`src/rtl/fetch_stage_pkg.sv`:
```
// Shared constants, opcode field and state encoding for the instruction-fetch stage.
// Pure declarations: no logic, no latency, no flow control.
package fetch_stage_pkg;

    localparam int                 INSTR_W    = 16;
    localparam logic [3:0]         HLT_OPCODE = 4'hF;
    localparam logic [INSTR_W-1:0] NOP_WORD   = 16'h0000;
    localparam int                 OP_MSB     = 15;
    localparam int                 OP_LSB     = 12;

    typedef enum logic [2:0] {
        START,
        FETCH,
        HOLD,
        DRAIN,
        HALTED
    } fetch_state_t;

    function automatic logic is_hlt(input logic [INSTR_W-1:0] word);
        return word[OP_MSB:OP_LSB] == HLT_OPCODE;
    endfunction

endpackage

```
`src/rtl/fetch_stage_if.sv`:
```
// Bundle of PC, instruction-memory and IF/ID signals around the fetch stage.
// slave = fetch stage side; master = PC updater / memory / decode side.
interface fetch_stage_if;
    import fetch_stage_pkg::*;

    logic [INSTR_W-1:0] pc_in;
    logic               pc_advance;
    logic               mem_req;
    logic [INSTR_W-1:0] mem_addr;
    logic               mem_ready;
    logic [INSTR_W-1:0] mem_rdata;
    logic               stall;
    logic               flush;
    logic [INSTR_W-1:0] instr_out;
    logic [INSTR_W-1:0] pc_plus2_out;
    logic               instr_valid;
    logic               halted;

    modport master (
        output pc_in, mem_ready, mem_rdata, stall, flush,
        input  pc_advance, mem_req, mem_addr, instr_out, pc_plus2_out, instr_valid, halted
    );

    modport slave (
        input  pc_in, mem_ready, mem_rdata, stall, flush,
        output pc_advance, mem_req, mem_addr, instr_out, pc_plus2_out, instr_valid, halted
    );

endinterface

```
`src/rtl/fetch_stage_if_id_register.sv`:
```
// IF/ID pipeline register: instruction, PC+2 and valid; load, hold or clear each edge.
// One-edge latency; holds whenever neither load nor clear is asserted.
module if_id_register
    import fetch_stage_pkg::*;
(
    input  logic               clk,
    input  logic               rst,
    input  logic               i_load,
    input  logic               i_clear,
    input  logic [INSTR_W-1:0] i_instr,
    input  logic [INSTR_W-1:0] i_pc_plus2,
    output logic [INSTR_W-1:0] o_instr,
    output logic [INSTR_W-1:0] o_pc_plus2,
    output logic               o_valid
);

    logic [INSTR_W-1:0] r_instr;
    logic [INSTR_W-1:0] r_pc_plus2;
    logic               r_valid;

    always_ff @(posedge clk or posedge rst) begin
        if (rst) begin
            r_instr    <= NOP_WORD;
            r_pc_plus2 <= '0;
            r_valid    <= 1'b0;
        end else if (i_clear) begin
            r_instr <= NOP_WORD;
            r_valid <= 1'b0;
        end else if (i_load) begin
            r_instr    <= i_instr;
            r_pc_plus2 <= i_pc_plus2;
            r_valid    <= 1'b1;
        end
    end

    assign o_instr    = r_instr;
    assign o_pc_plus2 = r_pc_plus2;
    assign o_valid    = r_valid;

endmodule

```
`src/rtl/fetch_stage.sv`:
```
// Instruction fetch: one memory read per instruction into IF/ID, pc_advance on accept.
// Response reaches IF/ID at the next edge; a stalled response parks in a one-entry hold buffer.
module fetch_stage
    import fetch_stage_pkg::*;
(
    input  logic         clk,
    input  logic         rst,
    fetch_stage_if.slave bus
);

    fetch_state_t       r_state;
    logic               r_mem_req;
    logic               r_entry;
    logic               r_halted;
    logic [INSTR_W-1:0] r_req_addr;
    logic [INSTR_W-1:0] r_hold_instr;
    logic [INSTR_W-1:0] r_hold_pc2;

    logic               w_free;
    logic               w_load;
    logic               w_clear;
    logic               w_adv;
    logic [INSTR_W-1:0] w_addr;
    logic [INSTR_W-1:0] w_ld_instr;
    logic [INSTR_W-1:0] w_ld_pc2;

    // First FETCH cycle presents pc_in directly; later cycles replay the latched copy.
    assign w_addr = r_entry ? bus.pc_in : r_req_addr;
    assign w_free = !bus.instr_valid || !bus.stall;

    always_comb begin
        w_load     = 1'b0;
        w_ld_instr = bus.mem_rdata;
        w_ld_pc2   = w_addr + INSTR_W'(2);
        if (!bus.flush && w_free) begin
            if (r_state == FETCH && bus.mem_ready) begin
                w_load = 1'b1;
            end else if (r_state == HOLD) begin
                w_load     = 1'b1;
                w_ld_instr = r_hold_instr;
                w_ld_pc2   = r_hold_pc2;
            end
        end
    end

    assign w_adv   = w_load && !is_hlt(w_ld_instr);
    // Decode consumes a valid entry whenever it is not stalled, so an unreplaced entry becomes a bubble.
    assign w_clear = bus.flush || (!bus.stall && !w_load);

    always_ff @(posedge clk or posedge rst) begin
        if (rst) begin
            r_state      <= START;
            r_mem_req    <= 1'b0;
            r_entry      <= 1'b0;
            r_halted     <= 1'b0;
            r_req_addr   <= '0;
            r_hold_instr <= '0;
            r_hold_pc2   <= '0;
        end else begin
            r_entry <= 1'b0;
            case (r_state)
                START: begin
                    r_state   <= FETCH;
                    r_mem_req <= 1'b1;
                    r_entry   <= 1'b1;
                end
                FETCH: begin
                    r_req_addr <= w_addr;
                    if (bus.flush) begin
                        if (bus.mem_ready) r_entry <= 1'b1;
                        else               r_state <= DRAIN;
                    end else if (bus.mem_ready) begin
                        if (!w_free) begin
                            r_hold_instr <= bus.mem_rdata;
                            r_hold_pc2   <= w_ld_pc2;
                            r_state      <= HOLD;
                            r_mem_req    <= 1'b0;
                        end else if (!w_adv) begin
                            r_state   <= HALTED;
                            r_mem_req <= 1'b0;
                            r_halted  <= 1'b1;
                        end else begin
                            r_entry <= 1'b1;
                        end
                    end
                end
                HOLD: begin
                    if (bus.flush || w_adv) begin
                        r_state   <= FETCH;
                        r_mem_req <= 1'b1;
                        r_entry   <= 1'b1;
                    end else if (w_load) begin
                        r_state  <= HALTED;
                        r_halted <= 1'b1;
                    end
                end
                DRAIN: begin
                    if (bus.mem_ready) begin
                        r_state <= FETCH;
                        r_entry <= 1'b1;
                    end
                end
                HALTED: begin
                    if (bus.flush) begin
                        r_state   <= FETCH;
                        r_mem_req <= 1'b1;
                        r_entry   <= 1'b1;
                        r_halted  <= 1'b0;
                    end
                end
                default: begin
                    r_state   <= START;
                    r_mem_req <= 1'b0;
                end
            endcase
        end
    end

    if_id_register u_if_id (
        .clk       (clk),
        .rst       (rst),
        .i_load    (w_load),
        .i_clear   (w_clear),
        .i_instr   (w_ld_instr),
        .i_pc_plus2(w_ld_pc2),
        .o_instr   (bus.instr_out),
        .o_pc_plus2(bus.pc_plus2_out),
        .o_valid   (bus.instr_valid)
    );

    assign bus.pc_advance = w_adv;
    assign bus.mem_req    = r_mem_req;
    assign bus.mem_addr   = w_addr;
    assign bus.halted     = r_halted;

endmodule

```
`src/flat_wrapper.sv`:
```
// flat-port wrapper written by rule: the top's interface ports become plain ports
module fetch_stage_flat import fetch_stage_pkg::*;
  (clk, rst, bus_pc_in, bus_mem_ready, bus_mem_rdata, bus_stall, bus_flush, bus_pc_advance, bus_mem_req, bus_mem_addr, bus_instr_out, bus_pc_plus2_out, bus_instr_valid, bus_halted);
  fetch_stage_if bus_i ();
  input  logic clk;
  input  logic rst;
  input wire logic [$bits(bus_i.pc_in)-1:0] bus_pc_in;
  input wire logic [$bits(bus_i.mem_ready)-1:0] bus_mem_ready;
  input wire logic [$bits(bus_i.mem_rdata)-1:0] bus_mem_rdata;
  input wire logic [$bits(bus_i.stall)-1:0] bus_stall;
  input wire logic [$bits(bus_i.flush)-1:0] bus_flush;
  output wire logic [$bits(bus_i.pc_advance)-1:0] bus_pc_advance;
  output wire logic [$bits(bus_i.mem_req)-1:0] bus_mem_req;
  output wire logic [$bits(bus_i.mem_addr)-1:0] bus_mem_addr;
  output wire logic [$bits(bus_i.instr_out)-1:0] bus_instr_out;
  output wire logic [$bits(bus_i.pc_plus2_out)-1:0] bus_pc_plus2_out;
  output wire logic [$bits(bus_i.instr_valid)-1:0] bus_instr_valid;
  output wire logic [$bits(bus_i.halted)-1:0] bus_halted;
  assign bus_i.pc_in = bus_pc_in;
  assign bus_i.mem_ready = bus_mem_ready;
  assign bus_i.mem_rdata = bus_mem_rdata;
  assign bus_i.stall = bus_stall;
  assign bus_i.flush = bus_flush;
  assign bus_pc_advance = bus_i.pc_advance;
  assign bus_mem_req = bus_i.mem_req;
  assign bus_mem_addr = bus_i.mem_addr;
  assign bus_instr_out = bus_i.instr_out;
  assign bus_pc_plus2_out = bus_i.pc_plus2_out;
  assign bus_instr_valid = bus_i.instr_valid;
  assign bus_halted = bus_i.halted;
  fetch_stage u_core (.clk(clk), .rst(rst), .bus(bus_i));
endmodule
```
`config.mk`:
```
export PLATFORM = sky130hd
export DESIGN_NAME = fetch_stage_flat
export DESIGN_NICKNAME = d
export VERILOG_FILES = /design/src/rtl/fetch_stage_pkg.sv /design/src/rtl/fetch_stage_if.sv /design/src/rtl/fetch_stage_if_id_register.sv /design/src/rtl/fetch_stage.sv /design/src/flat_wrapper.sv
export SDC_FILE = /design/constraint.sdc
export NUM_CORES = 1
export LEC_CHECK = 0
export CAP_MARGIN = 20
export CORE_ASPECT_RATIO = 1.4
export CORE_MARGIN = 4
export CORE_UTILIZATION = 47
export CTS_CLUSTER_SIZE = 12
export DETAILED_ROUTE_END_ITERATION = 16
export PLACE_DENSITY = 0.74
export SLEW_MARGIN = 30
export SYNTH_ARGS = -nofsm -noshare
export SYNTH_HDL_FRONTEND = slang
export SYNTH_SLANG_ARGS = --single-unit
```
`constraint.sdc`:
```
create_clock -name clk -period 3.5 [get_ports clk]
set_input_delay 0.7 -clock clk [delete_from_list [all_inputs] [get_ports clk]]
set_output_delay 0.7 -clock clk [all_outputs]
set_load 0.005 [all_outputs]
```
Word-level counts from Yosys, hierarchy flattened
Cells that the tools add are included.

Reductions and logical operators: 20. Bitwise gates (word level): 4. Mux-type cells: 46. Equal/unequal tests: 19. Add/subtract/negate cells: 1.

Operator list (number): $mux 16 (9); $mux 3 (9); $mux 1 (24); $add 16x2->16 const B (1); $pmux 3 s5 (1); $ne 2x2->1 const B (7); $reduce_and 6->1 (2); $pmux 1 s5 (2); $ne 3x3->1 const B (3); $reduce_and 8->1 (1); $eq 3x2->1 const B (2); $logic_not 1->1 (5); $eq 4x4->1 const B (1); $logic_and 1x1->1 (4); $ne 2x1->1 const B (2); $ne 4x4->1 const B (1); $not 1->1 (4); $reduce_and 4->1 (1); $eq 3x1->1 const B (1); $eq 3x3->1 const B (1); $logic_not 3->1 (1); $logic_or 1x1->1 (3); $ne 3x2->1 const B (1); $pmux 1 s3 (1); other kinds (3) (3).

Input port bits: 37. Register bits after elaboration: 87. Logic and storage cells: 100.

Longest topological paths before layout
Depth in word-level cells: 12. Mapped depth: 10. Gate-level depth less buffers: 7.

Cells and area by module
A second synthesis with hierarchy kept.

Cells, all modules: 427. Area total of the unflattened synthesis: 4591.9 µm².

Modules (own cells, without submodules): fetch_stage (area each 3244.4 µm², times used 1, cells an instance 336); if_id_register (area each 1347.5 µm², times used 1, cells an instance 91).

Worst setup path after synthesis
No wires, ideal clock.

Kind: register to register. From: register u_core.r_entry. To: register u_core.u_if_id.r_pc_plus2[13] (netlist: u_core.u_if_id.o_pc_plus2[13]). Path slack: 1.132 ns. Data arrival time: 2.290 ns. Period minus slack after synthesis: 2.368 ns. Buffers on the path: 3. Cell stages (with the launch flop): 11. Setup time: 0.077 ns. Path through: dfrtp_1 -> buf_2 -> buf_4 -> buf_2 -> mux2_1 -> ha_1 -> inv_1 -> a211oi_2 -> a31oi_1 -> or3b_1 -> a21oi_1.

Longest elaborated chain between the ends: 5.

RTL lines: start, declared (RTL line fetch_stage.sv:13) `logic r_entry;`; start signal, assigned (RTL line fetch_stage.sv:54) `r_entry <= 1'b0;`; start signal, assigned (RTL line fetch_stage.sv:60) `r_entry <= 1'b0;`; start signal, assigned (RTL line fetch_stage.sv:65) `r_entry <= 1'b1;`; $mux 16 * (RTL line fetch_stage.sv:28) `assign w_addr = r_entry ? bus.pc_in : r_req_addr;`; net bus_mem_addr[2] (RTL line flat_wrapper.sv:14) `output wire logic [$bits(bus_i.mem_addr)-1:0] bus_mem_addr;`; $add 16x2->16 * (RTL line fetch_stage.sv:34) `w_ld_pc2 = w_addr + INSTR_W'(2);`; $mux 16 (RTL line fetch_stage.sv:38) `end else if (r_state == HOLD) begin`; $mux 16 (RTL line fetch_stage.sv:36) `if (r_state == FETCH && bus.mem_ready) begin`; $mux 16 * (RTL line fetch_stage.sv:35) `if (!bus.flush && w_free) begin`; end signal, assigned (RTL line fetch_stage_if_id_register.sv:31) `r_pc_plus2 <= i_pc_plus2;`; end, declared (RTL line fetch_stage_if_id_register.sv:18) `logic [INSTR_W-1:0] r_pc_plus2;`.

Mark *: on every way through the listed nets, which the timed path passes. The rest lies on a longest branch. A chain may end at the register's enable or synchronous reset.

Worst setup path in the final report
From: register u_core.r_entry. To: output bus_mem_addr[11].

Longest elaborated chain between the ends: 1.

RTL lines (RTL line): $mux 16 (fetch_stage.sv:28); end, declared (flat_wrapper.sv:14).

Every way passes these cells.

==> flow_summary.json <==
{
  "avgRoutedWirePerCell_um": 16.3,
  "die_h_um": 122,
  "synthXorXnorAreaFrac_pct": 2.01,
  "dominant_combinational_cell_family_by_area_after_synthesis": "simple AND/OR/NAND/NOR gates",
  "p_leak_nw": 2.63,
  "post_cts_resized": 0,
  "tightestPinTransition_ps": 818,
  "antenna_violating_nets_post_route": 0,
  "multi_input_area_um2": 1990,
  "grt_pass1_wl_um": 17800,
  "peakVddDrop_mv": 0.463,
  "design.portCount": 89,
  "worst_setup_path_end_kind": "output port",
  "finalHoldViolCount": 0,
  "hpwlAfterDp_um": 7830,
  "mappedNetlistArea_um2": 4360,
  "path_class": "reg2out",
  "ys_seq_area_share_pct": 49.9,
  "numCtsBuffers": 9,
  "drt-pass1-iter-count": 4,
  "finalWeightedCongestion": 0.894,
  "grt.total_usage_pct": 21.0,
  "synth.area.top_cells": "sky130_fd_sc_hd__dfrtp_1, sky130_fd_sc_hd__nand2_1, sky130_fd_sc_hd__mux2i_1",
  "post_dr_vias_cell": 5.48,
  "tns_ps": 0,
  "max-clock-path-buffers": 2,
  "timing.hold.ws_ps": 474,
  "syn2layout_area_growth_pct": 30.0,
  "fmax_ghz": 0.317,
  "timing.critical_path.required_ps": 2800,
  "floorplan.rows": 41,
  "critPathMaxStageDelay_ps": 870,
  "rsz0062_at_grt": "no",
  "number_of_enable_flip_flop_cells_after_synthesis": 0,
  "postSynthNetCount": 509,
  "clock_insertion_delay_worst_skew_ps": 340,
  "timing.final.setup_violations": 0,
  "dieArea_um2": 10900,
  "relSlewSlack_pct": 45.5,
  "ys_ff_latch": 87,
  "synthAdderAreaFrac_pct": 0.287,
  "worst_ep_arrival_time_ps": 2460,
  "detail_route.wirelength_um": 10900,
  "cts.hold.buffers_added": 0,
  "finish.net_count": 595,
  "grt_start_max_net_pins": 41,
  "ff_latch_area_um2": 2180,
  "synth_simple_gate_area_share_pct": 18.2,
  "synthMostInstantiatedCell": "sky130_fd_sc_hd__nand2_1",
  "worst_path_max_delay_cell": "sky130_fd_sc_hd__dfrtp_1",
  "ys_async_sr_fraction_pct": 100,
  "antenna_found_initial": 0,
  "initial_core_util_pct": 48.3,
  "cts_setup_buffers": 0,
  "clock_sinks": 87,
  "outcome": "completed",
  "path_clk_slew_ps": 60,
  "critical_path.max_fanout": 23,
  "worst_case_clock_skew_ps": 5.87,
  "htreeDepth": 3,
  "syn_avg_cell_area_um2": 9.26,
  "n_antenna_cell": 0,
  "overflow": 0,
  "timing.final.crit_period_ps": 3160,
  "clock_tree_from_tritoncts": "built",
  "vias": 3669,
  "post-route-drc-count": 0,
  "core_area_um2": 9030,
  "yosys.area.top_type_share_pct": 49.9,
  "synth-compound-area-share_pct": 15.2,
  "syn_inst_count": 471,
  "min_period_over_period_pct": 90.2,
  "yosysWarnings": 0,
  "muxShareOfSynthArea_pct": 9.81,
  "drive_gt1_share_pct": 9.61,
  "die_width_um": 89.4,
  "cp-start-kind": "flip-flop",
  "synthTopCellsByCount": "sky130_fd_sc_hd__nand2_1, sky130_fd_sc_hd__dfrtp_1, sky130_fd_sc_hd__a21oi_1, sky130_fd_sc_hd__o21ai_1, sky130_fd_sc_hd__mux2i_1",
  "cell_accounting_for_the_most_synthesized_area": "sky130_fd_sc_hd__dfrtp_1",
  "finalMaxSlewViolations": 0,
  "maxCapViolCount": 0,
  "yosysUniqueCellTypes": 53,
  "root_buffer": "sky130_fd_sc_hd__clkbuf_16",
  "num-fill-cells": 771,
  "detailedRoute.firstIterationViolations": 184,
  "cp_cell_sequence": "buf_4 > mux2i_1 > inv_1 > clkdlybuf4s50_1",
  "synthFlopType": "sky130_fd_sc_hd__dfrtp_1",
  "pwr_density_cell_nw_per_um2": 839,
  "io_buffer_count": 88,
  "worst_hold_path_type": "reg2reg",
  "number_of_global_route_vias_before_repair": 3713
}
[per-layer routing]
metal / global-route usage, % / vias up / share of wire, %
met5: 0 / - / 0
met4: 9.22 / 0 / 3.2
met3: 3.38 / 28 / 4.1
met2: 35.1 / 113 / 51
met1: 26.3 / 1738 / 42
li1: - / 1790 / -
[path summary, 6_finish.rpt]
path / startpoint / end / slack, ps / depth (start not counted)
worst max-delay path: u_core.r_entry / bus_mem_addr[11] / 340 / 4
min in group asynchronous: rst / u_core.r_hold_pc2[6] / 780 / 2
worst min register to register: u_core.r_hold_instr[0] / u_core.r_hold_instr[0] / 470 / 2
worst min-delay path: u_core.r_hold_instr[0] / u_core.r_hold_instr[0] / 470 / 2
worst max register to register: u_core.r_entry / u_core.u_if_id.o_pc_plus2[13] / 830 / 7
max in group asynchronous: rst / u_core.r_hold_instr[2] / 1920 / 3
[cells in the final DEF (no fill, tap or decap), types with 3 or more instances in the layout]
master,n
sky130_fd_sc_hd__clkbuf_16,9
sky130_fd_sc_hd__clkinv_2,3
sky130_fd_sc_hd__dfrtp_1,87
sky130_fd_sc_hd__a31oi_1,5
sky130_fd_sc_hd__nand4_1,8
sky130_fd_sc_hd__o21ai_1,32
sky130_fd_sc_hd__inv_1,19
sky130_fd_sc_hd__xnor2_1,10
sky130_fd_sc_hd__nand3b_1,5
sky130_fd_sc_hd__mux2_2,9
sky130_fd_sc_hd__nand4b_1,3
sky130_fd_sc_hd__buf_4,14
sky130_fd_sc_hd__a21oi_1,36
sky130_fd_sc_hd__nor2_1,27
sky130_fd_sc_hd__nand2_1,110
sky130_fd_sc_hd__clkdlybuf4s50_1,88
sky130_fd_sc_hd__mux2i_1,30
sky130_fd_sc_hd__a22oi_1,4
sky130_fd_sc_hd__nand3_1,10
sky130_fd_sc_hd__o21ai_0,6
[logic make-up (layout without fill, tap and decap cells)]
group,after synthesis,count (layout)
multiplexers,41,41
adder cells (fa/ha/maj),1,1
AO/OA/AOI/OAI,106,106
AND/OR/NAND/NOR,179,179
XOR/XNOR,10,10
buffers and inverters,47,138
flip-flops,87,87
[sequential cells by signal (all words and copies together), names as in the netlist]
name and count:
u_core.r_hold_pc2 16, u_core.u_if_id.o_valid 1, u_core.u_if_id.o_pc_plus2 16, u_core.bus.mem_req 1, u_core.r_hold_instr 16, u_core.r_req_addr 16, u_core.r_entry 1, u_core.u_if_id.o_instr 16
u_core.r_state 3, u_core.bus.halted 1
[critical path, delay by kind of cell, from the launching register on]
family | cells | cell delay [ps]
buf+inv | 3 | 840
flops | 1 | 870
mux | 1 | 400
[metrics by stage]
step	std cells	util (%)	setup slack, ps	power [mW]	area (um^2)
final	669	62.8	343	4.76	5670
after global routing	669	62.8	204	5.08	5670
after CTS	669	62.8	354	4.79	5670
after detailed placement	653	59.4	402	3.79	5360
after global placement	653	59.4	500	3.71	5360
after floorplan	471	-	550	2.90	4360
[area by class of cell]
class,count,share of cell area [%]
sequential,87,38.4
multi-input combinational,337,35.0
tap,107,2.36
timing repair buffer,102,17.4
clock inverter,5,0.993
clock buffer,11,4.46
inverter,20,1.35
[power breakdown]
group | total (mW) | internal [mW] | switching, mW
combinational | 2.03 | 1.04 | 0.993
clock | 0.976 | 0.590 | 0.385
sequential | 1.75 | 1.42 | 0.330
Note: power is estimated with default switching activity, not from simulation.
